--- src/rtl/freq_disp_pkg.sv ---
// Shared constants and helpers for the frequency counter display path.
package freq_disp_pkg;

  localparam int BCD_W = 4;
  localparam int DEFAULT_NUM_DIGITS = 4;
  localparam logic [BCD_W-1:0] BLANK_CODE = 4'd0;

  // Index width for a counter over n positions; never narrower than one bit.
  function automatic int idx_w(input int n);
    return (n < 2) ? 1 : $clog2(n);
  endfunction

endpackage

--- src/rtl/digit_scan_mux_if.sv ---
// Load/display bundle between the counter core and the digit scanner.
interface digit_scan_mux_if #(
  parameter int NUM_DIGITS = freq_disp_pkg::DEFAULT_NUM_DIGITS
);
  import freq_disp_pkg::*;

  logic                        load;
  logic [BCD_W*NUM_DIGITS-1:0] bcd_in;
  logic [BCD_W-1:0]            bcd_out;
  logic [NUM_DIGITS-1:0]       digit_en;
  logic                        frame_start;

  modport master (
    output load, bcd_in,
    input  bcd_out, digit_en, frame_start
  );

  modport slave (
    input  load, bcd_in,
    output bcd_out, digit_en, frame_start
  );

endinterface

--- src/rtl/refresh_prescaler.sv ---
// Free-running divide-by-DIV counter; tick is high during the last count.
module refresh_prescaler #(
  parameter int DIV = 1000
) (
  input  logic clk,
  input  logic rst_n,
  output logic tick
);

  localparam int CW = (DIV < 2) ? 1 : $clog2(DIV);
  localparam logic [CW-1:0] LAST = CW'(DIV - 1);

  logic [CW-1:0] cnt_q, cnt_d;

  assign tick = (cnt_q == LAST);

  always_comb begin
    cnt_d = tick ? '0 : cnt_q + CW'(1);
  end

  always_ff @(posedge clk or negedge rst_n) begin
    if (!rst_n) cnt_q <= '0;
    else        cnt_q <= cnt_d;
  end

endmodule

--- src/rtl/digit_scan_mux.sv ---
// Multiplexed 7-segment digit scanner with frame-aligned double buffering
// and leading-zero blanking.
module digit_scan_mux
  import freq_disp_pkg::*;
#(
  parameter int NUM_DIGITS  = DEFAULT_NUM_DIGITS,
  parameter int REFRESH_DIV = 1000
) (
  input  logic             clk,
  input  logic             rst_n,
  digit_scan_mux_if.slave  bus
);

  localparam int IDX_W   = idx_w(NUM_DIGITS);
  localparam int FRAME_W = BCD_W * NUM_DIGITS;
  localparam logic [IDX_W-1:0] LAST_IDX = IDX_W'(NUM_DIGITS - 1);

  logic                  tick;
  logic                  wrap;
  logic [IDX_W-1:0]      idx_q, idx_d;
  logic [FRAME_W-1:0]    pend_q, pend_d;
  logic                  pend_v_q, pend_v_d;
  logic [FRAME_W-1:0]    disp_q, disp_d;
  logic [NUM_DIGITS-1:0] blank;
  logic [BCD_W-1:0]      cur_code;
  logic [BCD_W-1:0]      bcd_out_q, bcd_out_d;
  logic [NUM_DIGITS-1:0] digit_en_q, digit_en_d;
  logic                  frame_start_q, frame_start_d;

  refresh_prescaler #(.DIV(REFRESH_DIV)) u_prescaler (
    .clk   (clk),
    .rst_n (rst_n),
    .tick  (tick)
  );

  // A load on the wrap cycle bypasses pend so it lands in this frame boundary.
  always_comb begin
    wrap     = tick && (idx_q == LAST_IDX);
    idx_d    = idx_q;
    pend_d   = pend_q;
    pend_v_d = pend_v_q;
    disp_d   = disp_q;
    if (tick) idx_d = wrap ? '0 : idx_q + IDX_W'(1);
    if (bus.load) begin
      pend_d   = bus.bcd_in;
      pend_v_d = 1'b1;
    end
    if (wrap) begin
      if (bus.load) begin
        disp_d   = bus.bcd_in;
        pend_v_d = 1'b0;
      end else if (pend_v_q) begin
        disp_d   = pend_q;
        pend_v_d = 1'b0;
      end
    end
  end

  // Outputs are built from next-state idx/disp so the registered view
  // already matches the new slot on the edge where it begins.
  always_comb begin
    logic zero_above;
    zero_above = 1'b1;
    blank      = '0;
    for (int k = NUM_DIGITS - 1; k >= 1; k--) begin
      if (disp_d[k*BCD_W +: BCD_W] != BLANK_CODE) zero_above = 1'b0;
      blank[k] = zero_above;
    end
    cur_code      = disp_d[int'(idx_d)*BCD_W +: BCD_W];
    digit_en_d    = '0;
    bcd_out_d     = BLANK_CODE;
    frame_start_d = wrap;
    if (!blank[idx_d]) begin
      digit_en_d[idx_d] = 1'b1;
      bcd_out_d         = cur_code;
    end
  end

  always_ff @(posedge clk or negedge rst_n) begin
    if (!rst_n) begin
      idx_q         <= '0;
      pend_q        <= '0;
      pend_v_q      <= 1'b0;
      disp_q        <= '0;
      bcd_out_q     <= BLANK_CODE;
      digit_en_q    <= NUM_DIGITS'(1);
      frame_start_q <= 1'b0;
    end else begin
      idx_q         <= idx_d;
      pend_q        <= pend_d;
      pend_v_q      <= pend_v_d;
      disp_q        <= disp_d;
      bcd_out_q     <= bcd_out_d;
      digit_en_q    <= digit_en_d;
      frame_start_q <= frame_start_d;
    end
  end

  assign bus.bcd_out     = bcd_out_q;
  assign bus.digit_en    = digit_en_q;
  assign bus.frame_start = frame_start_q;

endmodule

--- src/flat_wrapper.sv ---
// flat-port wrapper written by rule: the top's interface ports become plain ports
module digit_scan_mux_flat import freq_disp_pkg::*;
#(
  parameter int NUM_DIGITS  = DEFAULT_NUM_DIGITS,
  parameter int REFRESH_DIV = 1000
)
  (clk, rst_n, bus_load, bus_bcd_in, bus_bcd_out, bus_digit_en, bus_frame_start);
  digit_scan_mux_if #(.NUM_DIGITS(NUM_DIGITS)) bus_i ();
  input  logic clk;
  input  logic rst_n;
  input wire logic [$bits(bus_i.load)-1:0] bus_load;
  input wire logic [$bits(bus_i.bcd_in)-1:0] bus_bcd_in;
  output wire logic [$bits(bus_i.bcd_out)-1:0] bus_bcd_out;
  output wire logic [$bits(bus_i.digit_en)-1:0] bus_digit_en;
  output wire logic [$bits(bus_i.frame_start)-1:0] bus_frame_start;
  assign bus_i.load = bus_load;
  assign bus_i.bcd_in = bus_bcd_in;
  assign bus_bcd_out = bus_i.bcd_out;
  assign bus_digit_en = bus_i.digit_en;
  assign bus_frame_start = bus_i.frame_start;
  digit_scan_mux #(.NUM_DIGITS(NUM_DIGITS), .REFRESH_DIV(REFRESH_DIV)) u_core (.clk(clk), .rst_n(rst_n), .bus(bus_i));
endmodule
--- config.mk ---
export PLATFORM = sky130hd
export DESIGN_NAME = digit_scan_mux_flat
export DESIGN_NICKNAME = d
export VERILOG_FILES = /design/src/rtl/freq_disp_pkg.sv /design/src/rtl/digit_scan_mux_if.sv /design/src/rtl/refresh_prescaler.sv /design/src/rtl/digit_scan_mux.sv /design/src/flat_wrapper.sv
export SDC_FILE = /design/constraint.sdc
export NUM_CORES = 1
export LEC_CHECK = 0
export BUFFER_PORTS_ARGS = -buffer_cell sky130_fd_sc_hd__buf_2
export CORE_MARGIN = 2
export CORE_UTILIZATION = 35
export DETAILED_ROUTE_END_ITERATION = 8
export PLACE_DENSITY = 0.51
export SLEW_MARGIN = 10
export SYNTH_ARGS = -nofsm -noshare
export SYNTH_HDL_FRONTEND = slang
export SYNTH_SLANG_ARGS = --single-unit
--- constraint.sdc ---
create_clock -name clk -period 2.4 [get_ports clk]
set_clock_uncertainty 0.15 [all_clocks]
set_input_delay 0.48 -clock clk [delete_from_list [all_inputs] [get_ports clk]]
set_output_delay 0.48 -clock clk [all_outputs]
set_load 0.02 [all_outputs]
==> reports/metrics.cfg <==
[placement]
placed_cell_area_um2 = 2890
detailedPlace.worstSlack_ns = -0.0112
estimated_wirelength_of_the_detail_placed_design_um = 3860
globalplace.congestion = 0.734
io_buffers = 27

[clocking]
cts.hold.buffers_added = 0
cts_max_path_buffers = 2
clkTransAtPathRegs_ns = 0.10
clkLatencyLatePin_ns = 0.31
clk_root_buffer_cell = sky130_fd_sc_hd__clkbuf_8
clock_tree_from_tritoncts = built
h_tree_lvls = 2
clock_sink_count = 54
cts_buffers = 5

[synthesis]
yosys_warnings = 0
synthDominantCellAreaShare_pct = 53.1
synth_compound_gate_area_share_pct = 8.96
synthTopCellsByCount = 53 x sky130_fd_sc_hd__dfrtp_1, 33 x sky130_fd_sc_hd__mux2_2, 14 x sky130_fd_sc_hd__nor2_1
synthDistinctLibCells = 41
synth_flop_cell = sky130_fd_sc_hd__dfrtp_1
synth_edf_count = 0
synth-async-reset-ratio_pct = 100
synth.top_cells.by_area = sky130_fd_sc_hd__dfrtp_1 53%, sky130_fd_sc_hd__mux2_2 15%, sky130_fd_sc_hd__mux2i_1 3.2%
post_synth_instance_area_um2 = 2500
syn-num-nets = 222
syn_area_per_cell_um2 = 12.4
post_synth_and_or_nand_nor_area_fraction_pct = 11.3
netlist_instances = 201
synth_mux_area_share_pct = 19.5
ys_seq_area_share_pct = 54.1
synth-xor-area-share_pct = 1.75
synth_most_common_cell = sky130_fd_sc_hd__dfrtp_1
synth_fa_ha_area_share_pct = 1.00
dominant_combinational_cell_family_by_area_after_synthesis = multiplexers
synth_top_cell_by_area = sky130_fd_sc_hd__dfrtp_1
postSynthRegisterBits = 54

[layout]
final_nets = 275
fill_cells = 653
utilization_pct = 45.0
stdcell_area_um2 = 3090
sequential_standard_cell_area_um2 = 1350
share_of_post_route_cells_with_drive_strength_above_1_pct = 41.7
n_antenna_cell = 0
multi_input_gate_area_um2 = 1140
syn_to_final_growth_pct = 23.7

[sta]
hold-worst-slack_ns = -0.00227
setup_viol_count_final = 0
setup_tns_ns = 0
grt_setup_unrepaired = true
layout_worst_path_cycle_share_pct = 97.7
max_freq_mhz = 426
max_slew.worst_pin.slew_ns = 0.570
drv_slew = 0
worst_slew_margin_rel_pct = 62.0
finalWorstSetupSlack_ns = 0.0547
final_hold_viol_count = 2
period_minus_slack_ns = 2.35

[detailed_routing]
drc = 0
routed_wirelength_um = 5390
via_count = 1682
firstDrtPassIters = 4
drt-initial-drc-count = 95
antenna_left = 0
vias_per_cell = 4.81
wl_per_cell_um = 15.4

[power_and_ir_drop]
static-leakage-power_nw = 1.49
power.density_nw_per_um2 = 511
max-vdd-ir-drop_mv = 0.272

[outcome]
result_of_the_run = complete, but fails checks
violations = hold timing

[setup_path]
cp-end-kind = flop
crit_required_ns = 2.45
critPathArrivalTime_ns = 2.39
crit_fanout = 5
start_kind = flop
start_to_end_type_of_the_worst_setup_path = flop to flop

[floorplanning]
fp-row-count = 30
die_area_um2 = 7830
num_io_pins = 28
die_height_um = 88.5
start_util_pct = 36.4
floorplan.die.width_um = 88.5
placeableCoreArea_um2 = 6870

[job]
drv.max_cap_violation_count = 0

[grt]
grt-ovfl-total = 0
grt_util_all_layers_pct = 14.1
global_route_wire_length_before_repair_um = 8330
grt_pass1_vias = 1675
grt_start_max_net_pins = 33
antenna_found_initial = 0

[worst_hold_path]
hp-class = input port to async pin

worst paths after layout:
kind                                                       startpoint                          endpoint  slack [ns]  cells past startpoint
max in group asynchronous                                       rst_n  u_core.bus.digit_en[0]$_DFF_PN1_        1.45                      2
min in group clk                                       bus_bcd_in[10]     u_core.pend_q[10]$_DFFE_PN0P_        0.24                      3
worst min-delay path                                            rst_n      u_core.pend_q[9]$_DFFE_PN0P_      -0.002                      1
worst max-delay path            u_core.u_prescaler.cnt_q[1]$_DFF_PN0_   u_core.bus.bcd_out[3]$_DFF_PN0_        0.05                      7
worst max register to register  u_core.u_prescaler.cnt_q[1]$_DFF_PN0_   u_core.bus.bcd_out[3]$_DFF_PN0_        0.05                      7
worst min register to register             u_core.disp_q[2]$_DFF_PN0_        u_core.disp_q[2]$_DFF_PN0_        0.35                      1
worst max-delay path: stages (launching register included):
cell and delay [ns]:
sky130_fd_sc_hd__dfrtp_1 0.40, sky130_fd_sc_hd__ha_4 0.16, sky130_fd_sc_hd__nand4bb_4 0.16, sky130_fd_sc_hd__or3_4 0.40
sky130_fd_sc_hd__mux2i_4 0.20, sky130_fd_sc_hd__buf_4 0.17, sky130_fd_sc_hd__mux2_2 0.33, sky130_fd_sc_hd__mux2_2 0.26
cells by family (layout without fill, tap and decap cells):
logic type      Yosys count  count (layout)
flops                    54              54
simple gates             46              46
mux                      43              43
compound gates           34              34
buf+inv                  17              70
xor+xnor                  5               5
fa+ha+maj                 2               2
state kept, by name, summed over array words and instances, names as in the netlist:
| signal | flops |
|---|---|
| u_core.bus.digit_en | 4 |
| u_core.idx_q | 2 |
| u_core.pend_q | 16 |
| u_core.pend_v_q | 1 |
| u_core.bus.bcd_out | 4 |
| u_core.bus.frame_start | 1 |
| u_core.disp_q | 16 |
| u_core.u_prescaler.cnt_q | 10 |
through the flow:
stage	power [mW]	hold slack, ns	instances
floorplan	1.03	0.0344	201
global placement	1.09	0.330	338
detailed placement	1.10	0.334	338
CTS	1.60	0.0240	346
global route	1.65	0.0388	350
finish	1.58	-0.00227	350
metal layers:
metal / wire (um) / global-route usage, % / up-vias
li1: - / - / 828
met1: 2760 / 19.5 / 830
met2: 2470 / 22.5 / 22
met3: 144 / 3.17 / 2
met4: 22 / 3.72 / 0
met5: 0 / 0 / -
power by group:
group,internal [mW],switching [mW],leakage (nW)
registers,0.943,0.0110,0.691
logic,0.0578,0.0687,0.758
clock network,0.202,0.297,0.0444
area by class of cell:
| type | count | share of cell area, % |
|---|---|---|
| well taps | 96 | 3.88 |
| repair buffers | 52 | 11.5 |
| flip-flops and latches | 54 | 43.7 |
| clock buffers | 5 | 2.22 |
| inverters | 11 | 1.33 |
| clock inverters | 2 | 0.445 |
| multi-input cells | 130 | 36.9 |
what timing repair did:
action / 4_1_cts / 5_1_grt
pin swaps: 0 / 2
gates resized for setup: 2 / 18
setup buffers: 1 / 2
endpoints found under the hold margin: 0 / 0
setup endpoints to repair: 4 / 6
gates cloned: 0 / 2
cell usage in the layout (no fill, tap or decap), types with 5 or more instances in the layout:
cell type / count
sky130_fd_sc_hd__dfrtp_1: 53
sky130_fd_sc_hd__buf_2: 27
sky130_fd_sc_hd__mux2_2: 22
sky130_fd_sc_hd__buf_4: 21
sky130_fd_sc_hd__nor2_1: 14
sky130_fd_sc_hd__inv_1: 11
sky130_fd_sc_hd__o21ai_0: 11
sky130_fd_sc_hd__mux2_4: 11
sky130_fd_sc_hd__nand2_1: 9
sky130_fd_sc_hd__mux2i_1: 8
sky130_fd_sc_hd__a21oi_1: 5
sky130_fd_sc_hd__clkbuf_8: 5
No activity file was read; power rests on OpenSTA's default activity.
